[src/rtl/clic_irq_receiver.sv]
// -----------------------------------------------------------------------------
// clic_irq_receiver
//
// Core-side end of the CLIC interrupt handshake. An interrupt offered by the
// CLIC (valid + id/level/mode/v/shv) is captured into local registers, gated
// against the hart's global enables, thresholds and current interrupt levels,
// and presented to the pipeline as a qualified request. The CLIC sees either
// irq_ready_o (the core took the interrupt) or irq_kill_ack_o (the handoff was
// abandoned at the CLIC's request).
//
// Ports
//   clk_i, rst_ni              clock, asynchronous active-low reset
//   irq_valid_i / irq_ready_o  CLIC handshake (completes on valid & ready)
//   irq_id_i, irq_level_i,
//   irq_mode_i, irq_v_i,
//   irq_shv_i                  interrupt attributes from the CLIC
//   irq_kill_req_i/_ack_o      CLIC request to abandon the handoff / grant
//   priv_lvl_i                 current hart privilege (11=M, 01=S, 00=U)
//   mie_i, sie_i               mstatus.MIE / mstatus.SIE
//   mil_i, sil_i               current M / S interrupt level
//   mthresh_i, sthresh_i       M / S interrupt thresholds
//   core_irq_req_o             qualified request to the pipeline
//   core_irq_*_o               captured interrupt attributes
//   core_irq_ack_i             pipeline accepts the request
//   core_irq_busy_i            pipeline committed to trap entry (blocks kill)
// -----------------------------------------------------------------------------
module clic_irq_receiver #(
  parameter int N_SOURCE  = 256,
  parameter int PrioWidth = 8,
  parameter int ModeWidth = 2,
  localparam int SrcWidth = $clog2(N_SOURCE)
) (
  input  logic                 clk_i,
  input  logic                 rst_ni,

  input  logic                 irq_valid_i,
  output logic                 irq_ready_o,
  input  logic [SrcWidth-1:0]  irq_id_i,
  input  logic [PrioWidth-1:0] irq_level_i,
  input  logic [ModeWidth-1:0] irq_mode_i,
  input  logic                 irq_v_i,
  input  logic                 irq_shv_i,
  input  logic                 irq_kill_req_i,
  output logic                 irq_kill_ack_o,

  input  logic [1:0]           priv_lvl_i,
  input  logic                 mie_i,
  input  logic                 sie_i,
  input  logic [PrioWidth-1:0] mil_i,
  input  logic [PrioWidth-1:0] sil_i,
  input  logic [PrioWidth-1:0] mthresh_i,
  input  logic [PrioWidth-1:0] sthresh_i,

  output logic                 core_irq_req_o,
  output logic [SrcWidth-1:0]  core_irq_id_o,
  output logic [PrioWidth-1:0] core_irq_level_o,
  output logic [ModeWidth-1:0] core_irq_mode_o,
  output logic                 core_irq_v_o,
  output logic                 core_irq_shv_o,
  input  logic                 core_irq_ack_i,
  input  logic                 core_irq_busy_i
);

  localparam logic [1:0]           PrivM = 2'b11;
  localparam logic [1:0]           PrivU = 2'b00;
  localparam logic [ModeWidth-1:0] ModeM = ModeWidth'(3);
  localparam logic [ModeWidth-1:0] ModeS = ModeWidth'(1);

  typedef enum logic [1:0] {
    IDLE = 2'd0,
    PEND = 2'd1,
    DONE = 2'd2
  } state_e;

  state_e               state_reg, state_next;

  logic [SrcWidth-1:0]  id_reg;
  logic [PrioWidth-1:0] level_reg;
  logic [ModeWidth-1:0] mode_reg;
  logic                 v_reg;
  logic                 shv_reg;
  logic                 capture;

  // ---------------------------------------------------------------------------
  // Eligibility: the captured level must exceed both the current level of the
  // target mode and that mode's threshold. A lower-privilege hart is always
  // interruptible by a higher target mode regardless of its enable bit.
  // ---------------------------------------------------------------------------
  logic [PrioWidth-1:0] m_floor;
  logic [PrioWidth-1:0] s_floor;
  logic                 elig_m;
  logic                 elig_s;
  logic                 eligible;

  assign m_floor  = (mil_i > mthresh_i) ? mil_i : mthresh_i;
  assign s_floor  = (sil_i > sthresh_i) ? sil_i : sthresh_i;

  assign elig_m   = ((priv_lvl_i != PrivM) || mie_i) && (level_reg > m_floor);
  assign elig_s   = (priv_lvl_i != PrivM) && ((priv_lvl_i == PrivU) || sie_i) &&
                    (level_reg > s_floor);

  // U-mode and the reserved encoding are never taken by this hart.
  assign eligible = ((mode_reg == ModeM) && elig_m) ||
                    ((mode_reg == ModeS) && elig_s);

  // ---------------------------------------------------------------------------
  // Handshake outputs. Ready wins over kill so the CLIC never sees both.
  // ---------------------------------------------------------------------------
  assign core_irq_req_o = (state_reg == PEND) && irq_valid_i && eligible;
  assign irq_ready_o    = core_irq_req_o && core_irq_ack_i;
  assign irq_kill_ack_o = (state_reg == PEND) && irq_kill_req_i &&
                          !core_irq_busy_i && !irq_ready_o;

  assign core_irq_id_o    = id_reg;
  assign core_irq_level_o = level_reg;
  assign core_irq_mode_o  = mode_reg;
  assign core_irq_v_o     = v_reg;
  assign core_irq_shv_o   = shv_reg;

  // ---------------------------------------------------------------------------
  // Next-state logic
  // ---------------------------------------------------------------------------
  always_comb begin
    state_next = state_reg;
    capture    = 1'b0;
    unique case (state_reg)
      IDLE: begin
        if (irq_valid_i) begin
          capture    = 1'b1;
          state_next = PEND;
        end
      end
      PEND: begin
        if (irq_ready_o || irq_kill_ack_o) begin
          // Fields stay frozen so the pipeline sees the accepted interrupt.
          state_next = DONE;
        end else if (!irq_valid_i) begin
          // Level interrupt cleared underneath us: drop quietly.
          state_next = IDLE;
        end else begin
          // Keep tracking the CLIC so mnxti-driven id changes are followed.
          capture    = 1'b1;
        end
      end
      DONE: begin
        // Guard cycle: the CLIC has not yet deasserted valid for the old id.
        state_next = IDLE;
      end
      default: begin
        state_next = IDLE;
      end
    endcase
  end

  // ---------------------------------------------------------------------------
  // State and captured-field registers
  // ---------------------------------------------------------------------------
  always_ff @(posedge clk_i or negedge rst_ni) begin
    if (!rst_ni) begin
      state_reg <= IDLE;
      id_reg    <= '0;
      level_reg <= '0;
      mode_reg  <= '0;
      v_reg     <= 1'b0;
      shv_reg   <= 1'b0;
    end else begin
      state_reg <= state_next;
      if (capture) begin
        id_reg    <= irq_id_i;
        level_reg <= irq_level_i;
        mode_reg  <= irq_mode_i;
        v_reg     <= irq_v_i;
        shv_reg   <= irq_shv_i;
      end
    end
  end

endmodule

[config.mk]
export PLATFORM = sky130hd
export DESIGN_NAME = clic_irq_receiver
export DESIGN_NICKNAME = d
export VERILOG_FILES = /design/src/rtl/clic_irq_receiver.sv
export SDC_FILE = /design/constraint.sdc
export NUM_CORES = 1
export LEC_CHECK = 0
export BUFFER_PORTS_ARGS = -buffer_cell sky130_fd_sc_hd__buf_2
export CORE_MARGIN = 2
export CORE_UTILIZATION = 45
export CTS_BUF_LIST = sky130_fd_sc_hd__clkbuf_8
export CTS_CLUSTER_DIAMETER = 100
export DETAILED_ROUTE_END_ITERATION = 6
export PLACE_DENSITY = 0.77
export SYNTH_ARGS = -nofsm -noshare
export SYNTH_HDL_FRONTEND = slang
export SYNTH_SLANG_ARGS = --single-unit
[constraint.sdc]
create_clock -name clk_i -period 7.6 [get_ports clk_i]
set_clock_uncertainty 0.15 [all_clocks]
set_input_delay 0.38 -clock clk_i [delete_from_list [all_inputs] [get_ports clk_i]]
set_output_delay 0.38 -clock clk_i [all_outputs]
set_load 0.005 [all_outputs]
==> report_table.html, run 1 <==
<table>
<tr><th>Metric</th><th>Value</th></tr>
<tr><th colspan="2">Status</th></tr>
<tr><td>Run status</td><td>finished, final reports clean</td></tr>
<tr><th colspan="2">Route</th></tr>
<tr><td>Final antenna-violating net count</td><td>0</td></tr>
<tr><td>DRT Pass-1 Iters</td><td>4</td></tr>
<tr><td>DRC violations left</td><td>0</td></tr>
<tr><td>Total routed wirelength</td><td>4.13 mm</td></tr>
<tr><td>Routed vias</td><td>1604</td></tr>
<tr><td>Via/cell ratio</td><td>5.14</td></tr>
<tr><td>Number of DRC markers in iteration 0</td><td>28</td></tr>
<tr><td>Average detailed-routed wire length per instance</td><td>13.2 microns</td></tr>
<tr><th colspan="2">Synthesis</th></tr>
<tr><td>Mapped cell area</td><td>1890 sq um</td></tr>
<tr><td>Post-synthesis average cell area</td><td>10.9 sq um</td></tr>
<tr><td>Share of the yosys chip area belonging to registers</td><td>29.2%</td></tr>
<tr><td>Net count after synthesis</td><td>268</td></tr>
<tr><td>Post-Syn Instances</td><td>174</td></tr>
<tr><td>Register bit total from synthesis</td><td>22</td></tr>
<tr><td>Yosys warning count</td><td>0</td></tr>
<tr><td>Post-synthesis cell type count</td><td>27</td></tr>
<tr><th colspan="2">STA</th></tr>
<tr><td>Slew Viols, Final</td><td>0</td></tr>
<tr><td>Fmax</td><td>0.242 GHz</td></tr>
<tr><td>Final setup violation count</td><td>0</td></tr>
<tr><td>Final min period</td><td>4.14 ns</td></tr>
<tr><td>Share of the clock period used by the worst path</td><td>54.5%</td></tr>
<tr><td>Hold violation count in the final report</td><td>0</td></tr>
<tr><td>Final worst setup slack</td><td>3.46 ns</td></tr>
<tr><td>Setup Total Neg Slack</td><td>0 ns</td></tr>
<tr><td>Worst slew pin tran</td><td>0.550 ns</td></tr>
<tr><td>Unrepaired setup endpoints after global routing</td><td>no</td></tr>
<tr><td>Headroom to the max-slew limit</td><td>63.3%</td></tr>
<tr><th colspan="2">Floorplanning</th></tr>
<tr><td>Effective utilization at floorplan</td><td>46.9%</td></tr>
<tr><td>Standard-cell row count</td><td>23</td></tr>
<tr><td>Floorplan die area</td><td>4730 sq um</td></tr>
<tr><td>Die outline height</td><td>68.8 microns</td></tr>
<tr><td>Die Width</td><td>68.8 microns</td></tr>
<tr><td>Core Area</td><td>4030 sq um</td></tr>
<tr><td>Number of top-level pins</td><td>85</td></tr>
<tr><th colspan="2">Pwr</th></tr>
<tr><td>Part of the power in combinational logic</td><td>41.4%</td></tr>
<tr><td>Sw frac</td><td>31.4%</td></tr>
<tr><td>Switching Power</td><td>0.000126 W</td></tr>
<tr><td>P per Cell Area</td><td>166 nW/um^2</td></tr>
<tr><td>Maximum resistive drop on vdd</td><td>0.000133 V</td></tr>
<tr><td>Static Leak</td><td>1.35 nW</td></tr>
<tr><td>Clock share of power</td><td>19.9%</td></tr>
<tr><td>Sequential share of power</td><td>38.7%</td></tr>
<tr><td>Design internal power</td><td>0.000276 W</td></tr>
<tr><th colspan="2">Global route</th></tr>
<tr><td>Antenna violations before repair</td><td>0</td></tr>
<tr><td>Vias in the first global route</td><td>1572</td></tr>
<tr><td>Global-route wire length before repair</td><td>6.37 mm</td></tr>
<tr><td>Maximum number of pins on one net before global-route repair</td><td>23</td></tr>
<tr><td>Overall overflow remaining after global route</td><td>0</td></tr>
<tr><td>Total global-route track usage</td><td>18.0%</td></tr>
<tr><th colspan="2">Clocking</th></tr>
<tr><td>Count of H-tree levels built during CTS</td><td>1</td></tr>
<tr><td>CTS clock-pin slew for the worst setup and hold paths</td><td>0.07 ns</td></tr>
<tr><td>TritonCTS clock tree</td><td>built</td></tr>
<tr><td>Clock root buffer</td><td>sky130_fd_sc_hd__clkbuf_8</td></tr>
<tr><td>Max Buffers Root-to-Sink</td><td>2</td></tr>
<tr><td>Number of buffers created by CTS</td><td>3</td></tr>
<tr><td>Post-CTS Resized</td><td>0</td></tr>
<tr><td>TritonCTS Sinks</td><td>22</td></tr>
<tr><td>Clock latency at the later pin of the worst-skew pair</td><td>0.25 ns</td></tr>
<tr><th colspan="2">Placed design</th></tr>
<tr><td>Worst slack at placement</td><td>3.18 ns</td></tr>
<tr><td>DP Wirelength</td><td>3.49 mm</td></tr>
<tr><td>Post-Place Cell Area</td><td>2360 sq um</td></tr>
<tr><td>Number of buffers added on ports</td><td>84</td></tr>
<tr><td>Last weighted congestion value of the routability-driven placer</td><td>0.727</td></tr>
<tr><th colspan="2">Run</th></tr>
<tr><td>Max_cap viols</td><td>0</td></tr>
<tr><th colspan="2">Worst setup path</th></tr>
<tr><td>Type of element capturing the critical path</td><td>flip-flop</td></tr>
<tr><td>Critical path class</td><td>input pin to flip-flop</td></tr>
<tr><td>Element type at the critical path start</td><td>input pin</td></tr>
<tr><td>Most frequent CP cell</td><td>sky130_fd_sc_hd__o21a_1</td></tr>
<tr><td>Delay contributed by the slowest stage of the critical path</td><td>0.46 ns</td></tr>
<tr><td>Required time worst endpoint</td><td>7.59 ns</td></tr>
<tr><td>WP buf/inv</td><td>3</td></tr>
<tr><td>Biggest fanout along the worst timing path</td><td>18</td></tr>
<tr><td>Critical-path cell list</td><td>buf_2 &gt; inv_1 &gt; ha_1 &gt; nor2b_1 &gt; o21a_1 &gt; o21a_1 &gt; o21a_1 &gt; o21bai_1 &gt; a21oi_2 &gt; mux2i_1 &gt; ha_1 &gt; a21oi_1 &gt; o21ai_1 &gt; o311ai_1 &gt; a21oi_2 &gt; nor2_2 &gt; buf_4 &gt; mux2_1</td></tr>
<tr><td>Top delay family on crit path</td><td>compound AO/OA/AOI/OAI gates</td></tr>
<tr><td>Slowest stage cell, crit path</td><td>sky130_fd_sc_hd__a21oi_2</td></tr>
<tr><td>WP data arrival</td><td>4.13 ns</td></tr>
<tr><th colspan="2">Hold path</th></tr>
<tr><td>Hold WC Path Type</td><td>input pin to flip-flop</td></tr>
<tr><th colspan="2">Final layout</th></tr>
<tr><td>Antenna cell count</td><td>0</td></tr>
<tr><td>Area growth from synthesis to final layout</td><td>28.2%</td></tr>
<tr><td>Final Instance Area</td><td>2420 sq um</td></tr>
<tr><td>Fraction of final layout cells with drive strength greater than 1</td><td>43.5%</td></tr>
<tr><td>Number of fill cells in the layout</td><td>351</td></tr>
<tr><td>Post-Route Utilization</td><td>60.1%</td></tr>
<tr><td>Net total in the final layout</td><td>357</td></tr>
</table>
## worst reg2reg max path, stage by stage, from the launching register on
cell and delay, ns:
sky130_fd_sc_hd__dfrtp_1 0.44, sky130_fd_sc_hd__ha_1 0.36, sky130_fd_sc_hd__a21oi_1 0.14, sky130_fd_sc_hd__o21ai_1 0.10, sky130_fd_sc_hd__o311ai_1 0.44, sky130_fd_sc_hd__a21oi_2 0.15
sky130_fd_sc_hd__nor2_2 0.27, sky130_fd_sc_hd__buf_4 0.37, sky130_fd_sc_hd__mux2_1 0.35
## cell families after synthesis
logic type	Yosys count	synth area share, %
muxes	36	24.3
adders and majority gates	33	21.8
and+or+nand+nor	33	9.61
AOI/OAI and AO/OA	30	10.3
DFF	22	29.2
buffers and inverters	20	4.77
## layer usage
| layer | GRT usage [%] | vias to the layer above | wire, microns | share of wire (%) |
|---|---|---|---|---|
| met3 | 1.46 | 2 | 248 | 6.0 |
| met4 | 4.41 | 0 | 16 | 0.39 |
| met1 | 22.1 | 741 | 1790 | 43 |
| met2 | 33.7 | 57 | 2070 | 50 |
| li1 | - | 804 | - | - |
| met5 | 0 | - | 0 | 0 |
## synthesized netlist by cell type
| cell type | count | area share (%) |
|---|---|---|
| sky130_fd_sc_hd__ha_1 | 32 | 21 |
| sky130_fd_sc_hd__dfrtp_1 | 22 | 29 |
| sky130_fd_sc_hd__mux2_4 | 19 | 15 |
| sky130_fd_sc_hd__inv_1 | 18 | 3.6 |
| sky130_fd_sc_hd__mux2i_1 | 14 | 7.4 |
| sky130_fd_sc_hd__a21oi_1 | 10 | 2.7 |
| sky130_fd_sc_hd__nand2_1 | 7 | 1.4 |
| sky130_fd_sc_hd__o21a_1 | 6 | 2.4 |
| sky130_fd_sc_hd__nand3_1 | 5 | 1.3 |
| sky130_fd_sc_hd__nor2_1 | 5 | 0.99 |
| sky130_fd_sc_hd__nand4_1 | 4 | 1.3 |
| sky130_fd_sc_hd__nor2b_1 | 4 | 1.3 |
| sky130_fd_sc_hd__a21oi_2 | 3 | 1.4 |
| sky130_fd_sc_hd__mux2_1 | 3 | 1.8 |
| sky130_fd_sc_hd__nand2b_1 | 3 | 0.99 |
| sky130_fd_sc_hd__a21o_1 | 2 | 0.79 |
| sky130_fd_sc_hd__buf_6 | 2 | 1.2 |
| sky130_fd_sc_hd__nor3_1 | 2 | 0.53 |
| sky130_fd_sc_hd__o211ai_1 | 2 | 0.79 |
| sky130_fd_sc_hd__o21ai_0 | 2 | 0.53 |
| sky130_fd_sc_hd__o21ai_1 | 2 | 0.53 |
| sky130_fd_sc_hd__o21bai_1 | 2 | 0.79 |
| sky130_fd_sc_hd__maj3_2 | 1 | 0.60 |
| sky130_fd_sc_hd__nor2_2 | 1 | 0.33 |
| sky130_fd_sc_hd__nor4b_2 | 1 | 0.79 |
| sky130_fd_sc_hd__o311ai_1 | 1 | 0.46 |
| sky130_fd_sc_hd__or4bb_1 | 1 | 0.60 |
## worst paths after layout
path | startpoint | endpoint | slack [ns] | depth (start not counted)
worst max-delay path | mthresh_i[1] | core_irq_mode_o[0] | 3.46 | 18
worst max register to register | core_irq_level_o[7] | core_irq_mode_o[0] | 4.71 | 8
worst min-delay path | irq_mode_i[0] | core_irq_mode_o[0] | 0.19 | 2
min in group asynchronous | rst_ni | core_irq_id_o[0] | 0.46 | 2
worst min register to register | core_irq_id_o[6] | core_irq_id_o[6] | 0.36 | 1
max in group asynchronous | rst_ni | core_irq_mode_o[0] | 6.51 | 2
## through the flow
step	hold slack, ns	std cells	power (W)
after floorplan	-0.0656	174	0.000263
after global placement	0.210	307	0.000321
after detailed placement	0.217	307	0.000325
after CTS	0.183	312	0.000408
after global routing	0.188	312	0.000435
final	0.189	312	0.000403
## power groups by stage
| stage | Sequential, W | Clock [W] | Combinational, W |
|---|---|---|---|
| 2_1_floorplan | 0.000154 | 0 | 0.000109 |
| 3_3_place_gp | 0.000158 | 0 | 0.000163 |
| 3_5_place_dp | 0.000157 | 0 | 0.000168 |
| 4_1_cts | 0.000156 | 0.0000832 | 0.000169 |
| 5_1_grt | 0.000159 | 0.0000887 | 0.000188 |
| 6_report | 0.000156 | 0.0000801 | 0.000167 |
## layout by cell type (no fill, tap or decap), types with 2 or more instances in the layout
| cell | count |
|---|---|
| sky130_fd_sc_hd__a21o_1 | 2 |
| sky130_fd_sc_hd__nand2_1 | 7 |
| sky130_fd_sc_hd__o21ai_0 | 2 |
| sky130_fd_sc_hd__mux2i_1 | 14 |
| sky130_fd_sc_hd__nor2_1 | 5 |
| sky130_fd_sc_hd__mux2_1 | 3 |
| sky130_fd_sc_hd__inv_1 | 18 |
| sky130_fd_sc_hd__ha_1 | 32 |
| sky130_fd_sc_hd__o211ai_1 | 2 |
| sky130_fd_sc_hd__nor3_1 | 2 |
| sky130_fd_sc_hd__clkbuf_8 | 4 |
| sky130_fd_sc_hd__o21bai_1 | 2 |
| sky130_fd_sc_hd__o21ai_1 | 2 |
| sky130_fd_sc_hd__nand2b_1 | 3 |
| sky130_fd_sc_hd__mux2_4 | 19 |
| sky130_fd_sc_hd__o21a_1 | 6 |
| sky130_fd_sc_hd__nand4_1 | 4 |
| sky130_fd_sc_hd__buf_2 | 84 |
| sky130_fd_sc_hd__dfrtp_1 | 22 |
| sky130_fd_sc_hd__nor2b_1 | 4 |
| sky130_fd_sc_hd__nand3_1 | 5 |
| sky130_fd_sc_hd__a21oi_1 | 10 |
| sky130_fd_sc_hd__a21oi_2 | 3 |
## what timing repair did
item | in CTS | in global routing
endpoints found under the hold margin | 22 | 0
setup buffers | 0 | 0
hold buffers | 1 | 0
## layout make-up
type / count / area (sq um) / share of cell area, %
Multi-Input combinational cell: 132 / 1250 / 51.5
Timing Repair Buffer: 86 / 438 / 18.1
Tap cell: 50 / 62.6 / 2.58
Inverter: 18 / 67.6 / 2.79
Sequential cell: 22 / 551 / 22.7
Clock buffer: 4 / 55.1 / 2.27
No activity file was read; power rests on OpenSTA's default activity.
==> run 2, diff against run 1 <==
- CORE_UTILIZATION: 45 -> 44
- PLACE_DENSITY: 0.77 -> 0.79
- clock period: 7.6 -> 3.8 ns (I/O delays scaled with it)
==> report_table.html, run 2 (synthesis results as in run 1) <==
<table>
<tr><th>Metric</th><th>Value</th></tr>
<tr><th colspan="2">Status</th></tr>
<tr><td>Run status</td><td>finished, final reports clean</td></tr>
<tr><th colspan="2">Worst setup path</th></tr>
<tr><td>Reg-to-Reg Start</td><td>core_irq_level_o[7]</td></tr>
<tr><td>Required time worst endpoint</td><td>3.80 ns</td></tr>
<tr><td>WP data arrival</td><td>3.52 ns</td></tr>
<tr><td>Type of element capturing the critical path</td><td>flip-flop</td></tr>
<tr><td>Element type at the critical path start</td><td>input pin</td></tr>
<tr><td>Reg2Reg Depth</td><td>9</td></tr>
<tr><td>Critical path class</td><td>input pin to flip-flop</td></tr>
<tr><td>Biggest fanout along the worst timing path</td><td>21</td></tr>
<tr><td>Crit path launch</td><td>sil_i[1]</td></tr>
<tr><th colspan="2">Clocking</th></tr>
<tr><td>Clock latency at the later pin of the worst-skew pair</td><td>0.26 ns</td></tr>
<tr><td>Number of buffers created by CTS</td><td>3</td></tr>
<tr><td>Max Buffers Root-to-Sink</td><td>2</td></tr>
<tr><td>CTS clock-pin slew for the worst setup and hold paths</td><td>0.08 ns</td></tr>
<tr><td>TritonCTS clock tree</td><td>built</td></tr>
<tr><td>Clock root buffer</td><td>sky130_fd_sc_hd__clkbuf_8</td></tr>
<tr><td>TritonCTS Sinks</td><td>22</td></tr>
<tr><td>Count of H-tree levels built during CTS</td><td>1</td></tr>
<tr><th colspan="2">Pwr</th></tr>
<tr><td>P per Cell Area</td><td>343 nW/um^2</td></tr>
<tr><td>Sequential share of power</td><td>35.0%</td></tr>
<tr><td>Static Leak</td><td>1.41 nW</td></tr>
<tr><td>Design internal power</td><td>0.000616 W</td></tr>
<tr><td>Sw frac</td><td>30.0%</td></tr>
<tr><td>Clock share of power</td><td>24.8%</td></tr>
<tr><td>Switching Power</td><td>0.000264 W</td></tr>
<tr><td>Maximum resistive drop on vdd</td><td>0.000261 V</td></tr>
<tr><td>Part of the power in combinational logic</td><td>40.2%</td></tr>
<tr><th colspan="2">STA</th></tr>
<tr><td>Final worst setup slack</td><td>0.284 ns</td></tr>
<tr><td>Unrepaired setup endpoints after global routing</td><td>no</td></tr>
<tr><td>Fmax</td><td>0.284 GHz</td></tr>
<tr><td>Slew Viols, Final</td><td>0</td></tr>
<tr><td>Final min period</td><td>3.52 ns</td></tr>
<tr><td>Share of the clock period used by the worst path</td><td>92.5%</td></tr>
<tr><td>Headroom to the max-slew limit</td><td>68.1%</td></tr>
<tr><td>Hold violation count in the final report</td><td>0</td></tr>
<tr><td>Final setup violation count</td><td>0</td></tr>
<tr><td>Worst slew pin tran</td><td>0.479 ns</td></tr>
<tr><th colspan="2">Route</th></tr>
<tr><td>Average detailed-routed wire length per instance</td><td>13.1 microns</td></tr>
<tr><td>Total routed wirelength</td><td>4.25 mm</td></tr>
<tr><td>Number of DRC markers in iteration 0</td><td>28</td></tr>
<tr><td>DRT Pass-1 Iters</td><td>4</td></tr>
<tr><td>Routed vias</td><td>1628</td></tr>
<tr><td>Final antenna-violating net count</td><td>0</td></tr>
<tr><td>DRC violations left</td><td>0</td></tr>
<tr><td>Via/cell ratio</td><td>5.02</td></tr>
<tr><th colspan="2">Final layout</th></tr>
<tr><td>Leading cell type in the layout, fill and taps excluded</td><td>sky130_fd_sc_hd__buf_2</td></tr>
<tr><td>Number of fill cells in the layout</td><td>340</td></tr>
<tr><td>Fraction of final layout cells with drive strength greater than 1</td><td>43.1%</td></tr>
<tr><td>Post-Route Utilization</td><td>63.3%</td></tr>
<tr><td>Area growth from synthesis to final layout</td><td>36.0%</td></tr>
<tr><td>Commonest non-fill, non-tap cells in the layout</td><td>sky130_fd_sc_hd__buf_2, sky130_fd_sc_hd__ha_1, sky130_fd_sc_hd__dfrtp_1</td></tr>
<tr><td>Net total in the final layout</td><td>369</td></tr>
<tr><td>Antenna cell count</td><td>0</td></tr>
<tr><td>Final Instance Area</td><td>2570 sq um</td></tr>
<tr><th colspan="2">Floorplanning</th></tr>
<tr><td>Standard-cell row count</td><td>23</td></tr>
<tr><td>Effective utilization at floorplan</td><td>46.5%</td></tr>
<tr><td>Die Width</td><td>69.5 microns</td></tr>
<tr><td>Die outline height</td><td>69.5 microns</td></tr>
<tr><td>Floorplan die area</td><td>4830 sq um</td></tr>
<tr><td>Number of top-level pins</td><td>85</td></tr>
<tr><td>Core Area</td><td>4060 sq um</td></tr>
<tr><th colspan="2">Global route</th></tr>
<tr><td>Maximum number of pins on one net before global-route repair</td><td>23</td></tr>
<tr><td>Antenna violations before repair</td><td>0</td></tr>
<tr><td>Vias in the first global route</td><td>1624</td></tr>
<tr><td>Total global-route track usage</td><td>17.7%</td></tr>
<tr><td>Overall overflow remaining after global route</td><td>0</td></tr>
<tr><td>Global-route wire length before repair</td><td>6.97 mm</td></tr>
<tr><th colspan="2">Run</th></tr>
<tr><td>Max_cap viols</td><td>0</td></tr>
<tr><th colspan="2">Placed design</th></tr>
<tr><td>Last weighted congestion value of the routability-driven placer</td><td>0.836</td></tr>
<tr><td>Worst slack at placement</td><td>-0.0446 ns</td></tr>
<tr><td>DP Wirelength</td><td>3.54 mm</td></tr>
<tr><td>Post-Place Cell Area</td><td>2390 sq um</td></tr>
<tr><td>Number of buffers added on ports</td><td>84</td></tr>
<tr><th colspan="2">Hold path</th></tr>
<tr><td>Hold WC Path Type</td><td>input pin to flip-flop</td></tr>
<tr><td>Number of cells traversed by the worst hold path</td><td>2</td></tr>
<tr><td>Hold Crit Start</td><td>irq_level_i[7]</td></tr>
</table>
[run 2: routing by layer]
metal | up-vias | part of all wire, % | wire length [microns] | GRT usage (%)
met5 | - | 0 | 0 | 0
met4 | 0 | 0.38 | 16 | 3.92
met3 | 2 | 5.3 | 225 | 2.76
met2 | 46 | 50 | 2140 | 31.3
met1 | 751 | 44 | 1870 | 22.6
li1 | 829 | - | - | -
[run 2: power by group through the flow]
stage,clock (W),sequential (W),combinational [W]
6_report,0.000218,0.000309,0.000354
5_1_grt,0.000234,0.000315,0.000398
4_1_cts,0.000222,0.000309,0.000351
3_5_place_dp,0,0.000312,0.000347
3_3_place_gp,0,0.000313,0.000335
2_1_floorplan,0,0.000309,0.000218
[run 2: final timing paths]
path | slack, ns | endpoint
max | 0.28 | core_irq_mode_o[0]
min | 0.004 | core_irq_level_o[7]
max reg2reg | 1.29 | core_irq_mode_o[0]
min reg2reg | 0.36 | core_irq_id_o[0]
max in group asynchronous | 2.91 | core_irq_level_o[1]
min in group asynchronous | 0.26 | core_irq_v_o
[run 2: worst max-delay path: stages]
cell and delay [ns]:
sky130_fd_sc_hd__buf_2 0.11, sky130_fd_sc_hd__ha_1 0.30, sky130_fd_sc_hd__nor2b_1 0.13, sky130_fd_sc_hd__o21a_1 0.16
sky130_fd_sc_hd__o21a_1 0.16, sky130_fd_sc_hd__o21a_1 0.17, sky130_fd_sc_hd__o21bai_1 0.14, sky130_fd_sc_hd__a21oi_2 0.08
sky130_fd_sc_hd__buf_4 0.16, sky130_fd_sc_hd__mux2_1 0.31, sky130_fd_sc_hd__ha_1 0.28, sky130_fd_sc_hd__nand4_1 0.11
sky130_fd_sc_hd__nor2_1 0.06, sky130_fd_sc_hd__nor4b_2 0.23, sky130_fd_sc_hd__o21ai_1 0.13, sky130_fd_sc_hd__a21oi_2 0.22
sky130_fd_sc_hd__nor2_2 0.08, sky130_fd_sc_hd__buf_12 0.17, sky130_fd_sc_hd__mux2_1 0.32
[run 2: area by class of cell]
class	count	area, sq um	area share [%]
multi-input cells	132	1250	48.9
well taps	50	62.6	2.44
clock inverters	1	30.0	1.17
clock buffers	3	41.3	1.61
inverters	18	67.6	2.63
repair buffers	98	561	21.8
flip-flops and latches	22	551	21.4
[run 2: stage by stage]
stage	hold slack (ns)	setup TNS, ns	std cells	power (W)
2_1_floorplan	-0.256	0	174	0.000527
6_report	0.00425	0	324	0.000880
3_5_place_dp	0.0307	-0.322	310	0.000659
5_1_grt	0.000110	0	324	0.000946
3_3_place_gp	0.0198	0	310	0.000648
4_1_cts	0.0000135	0	318	0.000882
[run 2: repair_timing]
| action | in CTS | in global routing |
|---|---|---|
| endpoints found under the setup margin | 0 | 3 |
| resized for setup | 0 | 1 |
| endpoints found under the hold margin | 25 | 5 |
| hold buffers | 4 | 5 |
| buffers inserted | 0 | 1 |
